===== config.mk =====
export PLATFORM = sky130hd
export DESIGN_NAME = linear_interp_upsampler
export DESIGN_NICKNAME = d
export VERILOG_FILES = /design/src/rtl/linear_interp_upsampler_pkg.sv /design/src/rtl/linear_interp_upsampler.sv
export SDC_FILE = /design/constraint.sdc
export NUM_CORES = 1
export LEC_CHECK = 0
export ABC_AREA = 1
export CORE_ASPECT_RATIO = 1.2
export CORE_UTILIZATION = 45
export DETAILED_ROUTE_END_ITERATION = 7
export HOLD_SLACK_MARGIN = 0.02
export PLACE_DENSITY = 0.63
export SYNTH_ARGS = -nofsm -noshare
export SYNTH_HDL_FRONTEND = slang
export SYNTH_SLANG_ARGS = --single-unit

===== constraint.sdc =====
create_clock -name aclk -period 5.7 [get_ports aclk]
set_input_delay 0.855 -clock aclk [delete_from_list [all_inputs] [get_ports aclk]]
set_output_delay 0.855 -clock aclk [all_outputs]
set_load 0.05 [all_outputs]

===== src/rtl/linear_interp_upsampler_pkg.sv =====
// Shared DAC-path definitions: interpolator state encoding and width helpers
// for the linear-interpolating upsampler.
package linear_interp_upsampler_pkg;

   typedef enum logic [1:0] {
      IDLE,
      FILL,
      RUN,
      HOLD
   } interp_state_t;

   // Accumulator holds x*R plus headroom for one full-scale delta step.
   function automatic int acc_width(input int width, input int ratio_log2);
      return width + ratio_log2 + 1;
   endfunction

   // Difference of two full-scale samples needs one extra bit.
   function automatic int delta_width(input int width);
      return width + 1;
   endfunction

endpackage


===== src/rtl/linear_interp_upsampler.sv =====
// Linear-interpolating upsampler: emits 2^RATIO_LOG2 evenly spaced samples
// between consecutive input samples, feeding the delta-sigma modulator.
module linear_interp_upsampler
   import linear_interp_upsampler_pkg::*;
#(
   parameter int WIDTH      = 16,
   parameter int RATIO_LOG2 = 6
) (
   input  logic             aclk,
   input  logic             arst,
   input  logic [WIDTH-1:0] s_axis_data_tdata,
   input  logic             s_axis_data_tvalid,
   output logic             s_axis_data_tready,
   output logic [WIDTH-1:0] m_axis_data_tdata,
   output logic             m_axis_data_tvalid,
   input  logic             m_axis_data_tready,
   output logic             underrun
);

   localparam int ACC_W   = acc_width(WIDTH, RATIO_LOG2);
   localparam int DELTA_W = delta_width(WIDTH);
   localparam logic [RATIO_LOG2-1:0] K_LAST = '1;

   interp_state_t state_q, state_d;

   // The previous sample x0 is never read back: it lives implicitly in acc,
   // whose phase-0 value is x0*R, so only x1 is kept as a register.
   logic signed [WIDTH-1:0]   x1_q;
   logic signed [DELTA_W-1:0] delta_q;
   logic signed [ACC_W-1:0]   acc_q;
   logic [RATIO_LOG2-1:0]     k_q;
   logic                      underrun_q;

   logic                      in_hs;
   logic                      seg_load;
   logic                      last_phase;
   logic signed [ACC_W-1:0]   x1_scaled;
   logic signed [DELTA_W-1:0] delta_new;

   assign last_phase = (k_q == K_LAST);
   assign in_hs      = s_axis_data_tvalid && s_axis_data_tready;
   // Every accepted sample outside IDLE closes one segment and opens the next.
   assign seg_load   = in_hs && (state_q != IDLE);

   assign x1_scaled = ACC_W'(x1_q) <<< RATIO_LOG2;
   assign delta_new = DELTA_W'($signed(s_axis_data_tdata)) - DELTA_W'(x1_q);

   // NOTE: every output of this block gets a default first so no latch is inferred.
   always_comb begin
      state_d            = state_q;
      s_axis_data_tready = 1'b0;
      case (state_q)
         IDLE: begin
            s_axis_data_tready = 1'b1;
            if (s_axis_data_tvalid) state_d = FILL;
         end
         FILL: begin
            s_axis_data_tready = 1'b1;
            if (s_axis_data_tvalid) state_d = RUN;
         end
         RUN: begin
            s_axis_data_tready = m_axis_data_tready && last_phase;
            if (m_axis_data_tready && last_phase && !s_axis_data_tvalid) state_d = HOLD;
         end
         HOLD: begin
            s_axis_data_tready = 1'b1;
            if (s_axis_data_tvalid) state_d = RUN;
         end
         default: state_d = IDLE;
      endcase
   end

   // NOTE: sequential state uses non-blocking assignments only; the reset
   // clears every register because a discarded segment must leave no residue.
   always_ff @(posedge aclk) begin
      if (arst) begin
         state_q    <= IDLE;
         x1_q       <= '0;
         delta_q    <= '0;
         acc_q      <= '0;
         k_q        <= '0;
         underrun_q <= 1'b0;
      end else begin
         state_q    <= state_d;
         underrun_q <= (state_q == RUN) && (state_d == HOLD);
         if (in_hs) x1_q <= $signed(s_axis_data_tdata);
         if (seg_load) begin
            delta_q <= delta_new;
            acc_q   <= x1_scaled;
            k_q     <= '0;
         end else if (state_q == RUN && m_axis_data_tready) begin
            if (last_phase) begin
               acc_q <= x1_scaled;
            end else begin
               acc_q <= acc_q + ACC_W'(delta_q);
               k_q   <= k_q + 1'b1;
            end
         end
      end
   end

   assign m_axis_data_tdata  = acc_q[RATIO_LOG2 +: WIDTH];
   assign m_axis_data_tvalid = (state_q == RUN) || (state_q == HOLD);
   assign underrun           = underrun_q;

endmodule

Word-level counts from Yosys, hierarchy flattened. Cells that the tools add are included.

Register bits after elaboration: 65. Latch bits: 0. Memory bits (writable): 0. Memory bits (read-only): 0. Output and inout port bits: 19. Word-level logic and storage cells: 39. Memories: 0.

Add/sub/neg operators: 3. Multiply operators: 0. Div/mod/pow operators: 0. Magnitude comparators: 0. Equality and inequality tests: 5. Shifts and indexed selects: 0. Multiplexer cells: 8. Bitwise gates (word level): 1. Reduce and logical (&&, ||, !) cells: 15.

Operators with widths (number): 2-to-1 mux 23 bit (3); adder 23 x 17 -> 23 bit (1); subtractor 16 x 16 -> 17 bit (1); adder 6 x 1 -> 6 bit, second input constant (1); == test 2 bit, second input constant (3); == test 6 bit, second input constant (1); logical AND 1 bit (6); 2-to-1 mux 2 bit (3); case mux 2 bit (3 select lines) (1); nonzero test 2 bit (2); OR reduction 2 bit (2); OR reduction 3 bit (1); == test 2 x 1 -> 1 bit, second input constant (1); zero test 2 bit (1); case mux 1 bit (2 select lines) (1); AND reduction 2 bit (1); zero test 1 bit (1); logical OR 1 bit (1); NOT 1 bit (1).

Longest topological paths before layout. Gate-level depths: netlist (run 1).

Word-level depth: 7. Depth in mapped cells: 14. Gate-level depth less buffers: 14.

Least setup slack after synthesis (run 1). OpenSTA, ideal clock, no wires.

Kind: input to register. Start: input port s_axis_data_tdata[0]. End: register delta_q[12]. Library setup time: 0.113 ns. Data arrival time: 2.355 ns. Slack: 3.232 ns. Cell stages on the path: 12. Path buffers: 0. Cells stage by stage: inv_1 ha_1 fa_1 o21ai_0 a21o_1 nand2_1 nand2_1 nand2_1 nand2_1 nand2_1 nand3_1 nand2_1.

Longest elaborated chain between the ends: 1.

RTL lines: start: declaration (line linear_interp_upsampler.sv:11) `input logic [WIDTH-1:0] s_axis_data_tdata,`; subtractor 16 x 16 -> 17 bit (line linear_interp_upsampler.sv:46) `assign delta_new = DELTA_W'($signed(s_axis_data_tdata)) - DELTA_W'(x1_q);`; end signal: assignment (line linear_interp_upsampler.sv:88) `delta_q <= delta_new;`; end: declaration (line linear_interp_upsampler.sv:29) `logic signed [DELTA_W-1:0] delta_q;`.

Every way passes these cells. A chain may end at the register's enable or synchronous reset.

Worst setup path after layout (run 1).
Start: register k_q[0]. End: output port s_axis_data_tready.

Longest elaborated chain between the ends: 3.

RTL lines: start: declaration (line linear_interp_upsampler.sv:31) `logic [RATIO_LOG2-1:0] k_q;`; start signal: assignment (line linear_interp_upsampler.sv:96) `k_q <= k_q + 1'b1;`; == test 6 bit (line linear_interp_upsampler.sv:40) `assign last_phase = (k_q == K_LAST);`; logical AND 1 bit (line linear_interp_upsampler.sv:62) `s_axis_data_tready = m_axis_data_tready && last_phase;`; case mux 1 bit (2 select lines) (line linear_interp_upsampler.sv:52) `case (state_q)`; end: declaration (line linear_interp_upsampler.sv:13) `output logic s_axis_data_tready,`.

Every way passes these cells.

==> results of run 1 <==
==> worst register-to-register path, delay by kind of cell, from the launching register on <==
family	cells	cell delay, ns
compound gates	3	0.41
fa+ha+maj	1	0.21
buf+inv	2	0.42
flops	1	0.37
simple gates	4	1.25
==> per-stage QoR <==
stage	cell area (sq um)	worst slack (ns)	hold WS [ns]	instances	total power, mW
final	5737	2.296	0.4666	956	1.443
after global routing	5737	2.182	0.4837	956	1.517
after CTS	5737	2.298	0.4700	956	1.450
after global placement	5414	2.422	0.4530	940	0.8467
after detailed placement	5414	2.389	0.4608	940	0.8489
after floorplan	5091	3.232	0.4299	803	0.7634
==> worst paths after layout <==
kind	startpoint	to	slack [ns]
min reg2reg	delta_q[9]$_SDFFE_PP0P_	delta_q[9]$_SDFFE_PP0P_	0.47
max	k_q[0]$_SDFFE_PP0P_	s_axis_data_tready	2.30
max reg2reg	k_q[0]$_SDFFE_PP0P_	k_q[4]$_SDFFE_PP0P_	2.92
min	delta_q[9]$_SDFFE_PP0P_	delta_q[9]$_SDFFE_PP0P_	0.47
==> cell families (layout without fill, tap and decap cells) <==
| logic type | count (synthesis) | in the layout | synth area share |
|---|---|---|---|
| AOI/OAI and AO/OA | 159 | 159 | 0.1774 |
| xor gates and xnor gates | 17 | 17 | 0.02924 |
| adders and majority gates | 40 | 40 | 0.1013 |
| buffers and inverters | 161 | 182 | 0.1406 |
| DFF | 64 | 64 | 0.2517 |
| and+or+nand+nor | 362 | 362 | 0.2998 |
==> sequential cells by signal, indices dropped and copies added, names as in the netlist <==
name,cells
acc_q,22
delta_q,17
x1_q,16
k_q,6
state_q,2
underrun,1
==> layout by cell type, fill, tap and decap left out, drive strengths merged <==
cell type / count
nor2: 51
or2: 4
a31oi: 2
o21ai: 57
nand3b: 3
nor3b: 1
a21oi: 88
nand4: 7
buf: 3
dfxtp: 64
clkinvlp: 2
clkbuf: 11
inv: 123
o21bai: 5
fa: 2
bufinv: 2
a21o: 5
clkdlybuf4s50: 38
clkinv: 3
ha: 38
nor3: 5
nand3: 67
xor2: 6
xnor2: 11
a22oi: 1
o21a: 1
nand2: 224
==> metal layers <==
metal  track usage  up-vias
met2        0.4270       69
met1        0.3158     2244
met3       0.03607       17
li1              -     2601
met5             0        -
met4       0.07445        0
==> where the power goes <==
group          switching (mW)  internal, mW  leakage [nW]
Clock                   0.207         0.394         0.152
Combinational           0.219         0.123          2.17
Sequential             0.0234         0.477         0.523
==> final cells by class <==
| class | count | area (sq um) | area share |
|---|---|---|---|
| multi-input cells | 578 | 3094 | 0.5394 |
| clock buffers | 11 | 242.7 | 0.04231 |
| flip-flops and latches | 64 | 1281 | 0.2233 |
| well taps | 132 | 165.2 | 0.02879 |
| repair buffers | 41 | 402.9 | 0.07023 |
| clock inverters | 5 | 80.08 | 0.01396 |
| inverters | 125 | 470.5 | 0.08201 |
==> flow_metrics.env, run 1 <==
export IMPL_status="complete, no violations"
export IMPL_grt_start_max_net_pins=34
export IMPL_ys_flop_type="dfxtp_1"
export IMPL_postRouteAntennaNets=0
export IMPL_peakVddDrop_uv=152.6
export IMPL_cts_buffers=9
export IMPL_fin_crit_sh=0.5972
export IMPL_rsz0062_at_grt="false"
export IMPL_finalSetupViolCount=0
export IMPL_synthTopCellsByArea="dfxtp_1, nand2_1, ha_1"
export IMPL_synth_most_common_cell="nand2_1"
export IMPL_crit_buf_inv=2
export IMPL_synth_nets=863
export IMPL_drtIter0Drc=250
export IMPL_io_buffers=38
export IMPL_synth_seq_area_share=0.2517
export IMPL_dieArea_sq_um=11750
export IMPL_cts_setup_buffers=0
export IMPL_grt_pass1_vias=4761
export IMPL_p_leak_nw=2.840
export IMPL_critPathMaxFanout=18
export IMPL_rows=42
export IMPL_wl_per_cell_um=14.48
export IMPL_wl_met2_mm=6.713
export IMPL_cp_data_arrival_time_ns=2.55
export IMPL_hpwl_mm=10.96
export IMPL_ys_ff_latch=64
export IMPL_max_freq_mhz=293.8
export IMPL_critPathCaptureType="output pin"
export IMPL_crit_chain="ha_1 > nand3_1 > or2_1 > buf_4 > o21ai_4 > clkdlybuf4s50_1"
export IMPL_async_flop_share=0
export IMPL_clk_pin_slew_ns=0.06
export IMPL_clockBufferDepth=2
export IMPL_path_delay_family="buffers and inverters"
export IMPL_tritoncts="yes"
export IMPL_cts_resized=0
export IMPL_yosys_area_top_type="dfxtp_1"
export IMPL_routed_wl_mm=13.85
export IMPL_ys_types=40
export IMPL_grt_pass1_wl_mm=22.68
export IMPL_crit_path_top_delay_cell="clkdlybuf4s50_1"
export IMPL_flow_area_growth_from_synthesis_pct=12.68
export IMPL_max_stage_delay_ns=0.84
export IMPL_drive_gt1_frac=0.06917
export IMPL_pin_count=39
export IMPL_drc_errors=0
export IMPL_cts_hold_buf=0
export IMPL_tightest_slew_ns=0.5877
export IMPL_fin_skew_ns=0.005983
export IMPL_cp_required_ns=4.85
export IMPL_cts_sinks=64
export IMPL_period_minus_slack_ns=3.404
export IMPL_antenna_cells=0
export IMPL_via_per_inst=5.158
export IMPL_syn_area_sq_um=5091
export IMPL_syn_area_per_cell_sq_um=6.340
export IMPL_die_w_um=99.10
export IMPL_met3_length_um=385
export IMPL_final_setup_tns_ns=0
export IMPL_final_util=0.5198
export IMPL_yosysTopAreaCellShare=0.2517
export IMPL_place_congestion=0.8855
export IMPL_finalHoldViolCount=0
export IMPL_max_cap_violations=0
export IMPL_hp_class="reg -> reg"
export IMPL_synthTopCellsByCount="nand2_1, inv_1, a21oi_1"
export IMPL_fillers=1136
export IMPL_antenna_found_initial=0
export IMPL_syn_inst=803
export IMPL_startpoint_type="flop"
export IMPL_start_util=0.4613
export IMPL_crit_type="reg -> out"
export IMPL_hold_depth=2
export IMPL_firstDrtPassIters=5
export IMPL_top_layer="met4"
export IMPL_insertion_delay_ns=0.33
export IMPL_gr_total_overflow=0
export IMPL_root_buffer="clkbuf_16"
export IMPL_grt_util_all_layers=0.2469
export IMPL_rr_worst_depth=10
export IMPL_cp_depth=6
export IMPL_ctsHtreeMaxLevel=3
export IMPL_core_sq_um=11040
export IMPL_die_h_um=118.5
export IMPL_dr_total_vias=4931
export IMPL_yosys_warnings=0
export IMPL_slew_violations=0
export IMPL_slew_headroom=0.6068
export IMPL_wl_met1_mm=6.545
export IMPL_power_density_nw_per_um2=251.5
export IMPL_synth_edf_count=0
export IMPL_nets=879
No activity file was read; power rests on OpenSTA's default activity.
==> run 2: changes to the inputs <==
Clock period 5.7 ns to 3.3 ns, I/O delays scaled along.
==> flow_metrics.env, run 2 (synthesis gave the netlist of run 1 again) <==
export IMPL_status="complete, no violations"
export IMPL_fin_crit_sh=0.8729
export IMPL_insertion_delay_ns=0.34
export IMPL_core_sq_um=11040
export IMPL_cts_resized=0
export IMPL_layout_setup_ws_ns=0.4195
export IMPL_startpoint_type="flop"
export IMPL_layout_common_cells="nand2_1, inv_1, a21oi_1"
export IMPL_top_regs="acc_q: 22 flops, delta_q: 17 flops, x1_q: 16 flops"
export IMPL_finalHoldViolCount=0
export IMPL_via_per_inst=5.229
export IMPL_grt_pass1_wl_mm=22.97
export IMPL_clockBufferDepth=2
export IMPL_largest_reg_flops=22
export IMPL_root_buffer="clkbuf_16"
export IMPL_cts_setup_buffers=0
export IMPL_grt_util_all_layers=0.2492
export IMPL_place_congestion=0.9213
export IMPL_routed_wl_mm=13.72
export IMPL_multi_input_area_sq_um=3094
export IMPL_place_worst_setup_slack_ns=0.4153
export IMPL_drc_errors=0
export IMPL_final_setup_tns_ns=0
export IMPL_cp_required_ns=2.80
export IMPL_regArea_sq_um=1281
export IMPL_pin_count=39
export IMPL_hpwl_mm=10.81
export IMPL_nets=883
export IMPL_tritoncts="yes"
export IMPL_critPathMaxFanout=4
export IMPL_die_w_um=99.10
export IMPL_flow_area_growth_from_synthesis_pct=12.88
export IMPL_clk_pin_slew_ns=0.05
export IMPL_peakVddDrop_uv=248.2
export IMPL_cp_depth=5
export IMPL_power_density_nw_per_um2=428.4
export IMPL_max_freq_mhz=347.2
export IMPL_rsz0062_at_grt="false"
export IMPL_top_register="acc_q"
export IMPL_drtIter0Drc=251
export IMPL_antenna_cells=0
export IMPL_rr_worst_depth=11
export IMPL_start_util=0.4613
export IMPL_dieArea_sq_um=11750
export IMPL_layout_commonest_cell="nand2_1"
export IMPL_io_buffers=38
export IMPL_ctsHtreeMaxLevel=3
export IMPL_wl_per_cell_um=14.31
export IMPL_postRouteAntennaNets=0
export IMPL_dr_total_vias=5015
export IMPL_finalSetupViolCount=0
export IMPL_max_stage_delay_ns=0.84
export IMPL_fillers=1089
export IMPL_hp_class="reg -> reg"
export IMPL_cp_data_arrival_time_ns=2.39
export IMPL_cts_buffers=9
export IMPL_crit_buf_inv=1
export IMPL_slew_headroom=0.6416
export IMPL_critPathCaptureType="output pin"
export IMPL_drive_gt1_frac=0.07134
export IMPL_period_minus_slack_ns=2.880
export IMPL_antenna_found_initial=0
export IMPL_slew_violations=0
export IMPL_max_cap_violations=0
export IMPL_gr_total_overflow=0
export IMPL_grt_pass1_vias=4811
export IMPL_fin_skew_ns=0.004440
export IMPL_crit_path_top_delay_cell="clkdlybuf4s50_1"
export IMPL_crit_type="reg -> out"
export IMPL_rows=42
export IMPL_cts_sinks=64
export IMPL_grt_start_max_net_pins=34
export IMPL_cts_hold_buf=0
export IMPL_firstDrtPassIters=5
export IMPL_p_leak_nw=2.858
export IMPL_path_delay_family="buffers and inverters"
export IMPL_die_h_um=118.5
export IMPL_hold_depth=2
export IMPL_tightest_slew_ns=0.5357
export IMPL_crit_chain="ha_1 > nand3_1 > or2_1 > o21ai_4 > clkdlybuf4s50_1"
==> run 2: report_power, final <==
group          total [mW]  switching, mW  internal, mW
registers           0.861         0.0378         0.824
logic               0.597          0.381         0.216
clock network        1.00          0.349         0.654
total                2.46          0.767          1.69
==> run 2: worst paths after layout <==
kind                            startpoint                        to  slack, ns
hold reg to reg   delta_q[11]$_SDFFE_PP0P_  delta_q[11]$_SDFFE_PP0P_       0.47
setup reg to reg       k_q[0]$_SDFFE_PP0P_     acc_q[6]$_SDFFE_PP0P_       0.99
hold / removal    delta_q[11]$_SDFFE_PP0P_  delta_q[11]$_SDFFE_PP0P_       0.47
setup / recovery       k_q[0]$_SDFFE_PP0P_        s_axis_data_tready       0.42
==> run 2: tightest hold or removal path, cell delays in order, from the launching register on <==
cell and delay, ns:
dfxtp_1 0.31, nand2_1 0.06, o21ai_1 0.05
==> run 2: through the flow <==
stage	cell area (sq um)	util	std cells	hold slack, ns	total power, mW
2_1_floorplan	5091	-	803	0.4299	1.319
3_3_place_gp	5444	0.4933	944	0.4546	1.462
3_5_place_dp	5444	0.4933	944	0.4629	1.467
4_1_cts	5747	0.5207	959	0.4709	2.480
5_1_grt	5747	0.5207	959	0.4941	2.592
6_report	5747	0.5207	959	0.4658	2.462
==> run 2: routing by layer <==
layer,global-route usage,vias up,routed length (um),part of all wire
li1,-,2609,-,-
met1,0.3024,2264,6046,0.44
met2,0.4309,114,6745,0.49
met3,0.03371,28,523,0.038
met4,0.1195,0,405,0.030
met5,0,-,0,0
==> run 2: layout make-up <==
cell class                      instances  area share
Clock buffer                           11     0.04050
Clock inverter                          4     0.01219
Inverter                              125     0.08186
Multi-Input combinational cell        578      0.5384
Sequential cell                        64      0.2229
Tap cell                              132     0.02874
Timing Repair Buffer                   45     0.07533
==> run 3: changes to the inputs <==
Settings changed: CELL_PAD_IN_SITES_DETAIL_PLACEMENT set to 1, CELL_PAD_IN_SITES_GLOBAL_PLACEMENT set to 1, CORE_MARGIN set to 2, CORE_UTILIZATION 45 to 42, PLACE_DENSITY 0.63 to 0.8.
==> flow_metrics.env, run 3 (synthesis gave the netlist of run 1 again) <==
export IMPL_finalSetupViolCount=0
export IMPL_stdcell_count=989
export IMPL_max_cap_violations=0
export IMPL_via_per_inst=5.335
export IMPL_cts_hold_buf=0
export IMPL_max_freq_mhz=346.5
export IMPL_worstReg2RegEnd="delta_q[4]$_SDFFE_PP0P_"
export IMPL_tritoncts="yes"
export IMPL_wl_per_cell_um=16.92
export IMPL_startpoint_type="flop"
export IMPL_clockBufferDepth=2
export IMPL_core_sq_um=11950
export IMPL_r2r_slack_ns=0.87
export IMPL_drtIter0Drc=215
export IMPL_top_layer="met4"
export IMPL_place_congestion=0.8721
export IMPL_hpwl_mm=13.00
export IMPL_p_switching_mw=0.8142
export IMPL_p_clk_frac=0.394
export IMPL_drc_errors=0
export IMPL_firstDrtPassIters=4
export IMPL_power_density_nw_per_um2=425.2
export IMPL_cp_data_arrival_time_ns=2.39
export IMPL_final_setup_tns_ns=0
export IMPL_top_register="acc_q"
export IMPL_grt_pass1_wl_mm=28.06
export IMPL_total_power_mw=2.456
export IMPL_critPathMaxFanout=4
export IMPL_dieArea_sq_um=13020
export IMPL_wl_met2_mm=8.910
export IMPL_ctsHtreeMaxLevel=3
export IMPL_layout_commonest_cell="nand2_1"
export IMPL_slew_headroom=0.6176
export IMPL_p_leak_nw=2.851
export IMPL_die_w_um=104.5
export IMPL_largest_reg_flops=22
export IMPL_clk_pin_slew_ns=0.06
export IMPL_fin_crit_sh=0.8745
export IMPL_flow_area_growth_from_synthesis_pct=13.47
export IMPL_nets=884
export IMPL_rr_worst_depth=10
export IMPL_postRouteAntennaNets=0
export IMPL_grt_util_all_layers=0.2679
export IMPL_fin_skew_ns=0.008370
export IMPL_tightest_slew_ns=0.5715
export IMPL_crit_type="reg -> out"
export IMPL_period_minus_slack_ns=2.886
export IMPL_cts_buffers=9
export IMPL_insertion_delay_ns=0.34
export IMPL_cts_setup_buffers=0
export IMPL_drive_gt1_frac=0.07246
export IMPL_gr_total_overflow=0
export IMPL_routed_wl_mm=16.73
export IMPL_start_util=0.4262
export IMPL_cts_resized=0
export IMPL_layout_common_cells="nand2_1, inv_1, a21oi_1"
export IMPL_status="complete, no violations"
export IMPL_io_buffers=38
export IMPL_whs_endpoint="delta_q[11]$_SDFFE_PP0P_"
export IMPL_intPower_mw=1.642
export IMPL_hold_path_startpoint="delta_q[11]$_SDFFE_PP0P_"
export IMPL_place_inst=974
export IMPL_cts_sinks=64
export IMPL_rr_startpoint="k_q[0]$_SDFFE_PP0P_"
export IMPL_slew_violations=0
export IMPL_rsz0062_at_grt="false"
export IMPL_top_regs="acc_q: 22 flops, delta_q: 17 flops, x1_q: 16 flops"
export IMPL_dr_total_vias=5276
export IMPL_grt_start_max_net_pins=34
export IMPL_swShare=0.3315
export IMPL_wl_met1_mm=6.946
export IMPL_comb_power_share=0.255
export IMPL_cp_required_ns=2.80
export IMPL_hp_class="reg -> reg"
export IMPL_peakVddDrop_uv=241.7
export IMPL_root_buffer="clkbuf_16"
export IMPL_antenna_cells=0
export IMPL_die_h_um=124.6
export IMPL_critPathCaptureType="output pin"
export IMPL_antenna_found_initial=0
export IMPL_hold_depth=2
export IMPL_p_seq_frac=0.351
export IMPL_grt_pass1_vias=5824
export IMPL_pin_count=39
export IMPL_finalHoldViolCount=0
export IMPL_met3_length_um=453
export IMPL_rows=44
[run 3: per-layer routing]
layer | up-vias | GRT usage
met4 | 0 | 0.09936
met3 | 34 | 0.02669
li1 | 2598 | -
met1 | 2555 | 0.3085
met2 | 89 | 0.5044
met5 | - | 0
[run 3: critical path, cell delays in order (launching register included)]
cell and delay, ns:
dfxtp_1 0.37, ha_1 0.21, nand3_1 0.11, or2_1 0.30, o21ai_4 0.23, clkdlybuf4s50_1 0.84
[run 3: worst max path at each step]
stage                         start                       end  slack (ns)  depth (start not counted)
6_report        k_q[0]$_SDFFE_PP0P_        s_axis_data_tready        0.41                          5
5_1_grt         k_q[0]$_SDFFE_PP0P_        s_axis_data_tready        0.27                          5
4_1_cts         k_q[0]$_SDFFE_PP0P_        s_axis_data_tready        0.40                          5
3_5_place_dp   s_axis_data_tdata[0]  delta_q[12]$_SDFFE_PP0P_        0.47                         13
3_3_place_gp   s_axis_data_tdata[0]  delta_q[12]$_SDFFE_PP0P_        0.50                         13
2_1_floorplan   k_q[0]$_SDFFE_PP0P_    acc_q[16]$_SDFFE_PP0P_        1.16                         11
[run 3: power by group through the flow]
stage	clock network, mW	logic [mW]	registers [mW]
floorplan	0	0.455	0.863
global placement	0	0.592	0.877
detailed placement	0	0.616	0.879
CTS	0.984	0.627	0.863
global route	1.02	0.700	0.868
finish	0.967	0.626	0.863
[run 3: metrics by stage]
step	setup WS, ns	area (sq um)	hold slack (ns)	util
after floorplan	1.165	5091	0.4299	-
after global placement	0.4973	5488	0.4533	0.4594
after detailed placement	0.4661	5488	0.4598	0.4594
after CTS	0.3983	5777	0.4700	0.4836
after global routing	0.2717	5777	0.5012	0.4836
final	0.4140	5777	0.4655	0.4836
[run 3: layout make-up]
type,count,area (sq um)
fillers,1633,6170
multi-input cells,578,3094
flip-flops and latches,64,1281
inverters,125,470.5
repair buffers,46,440.4
clock buffers,12,246.5
well taps,161,201.4
clock inverters,3,42.54
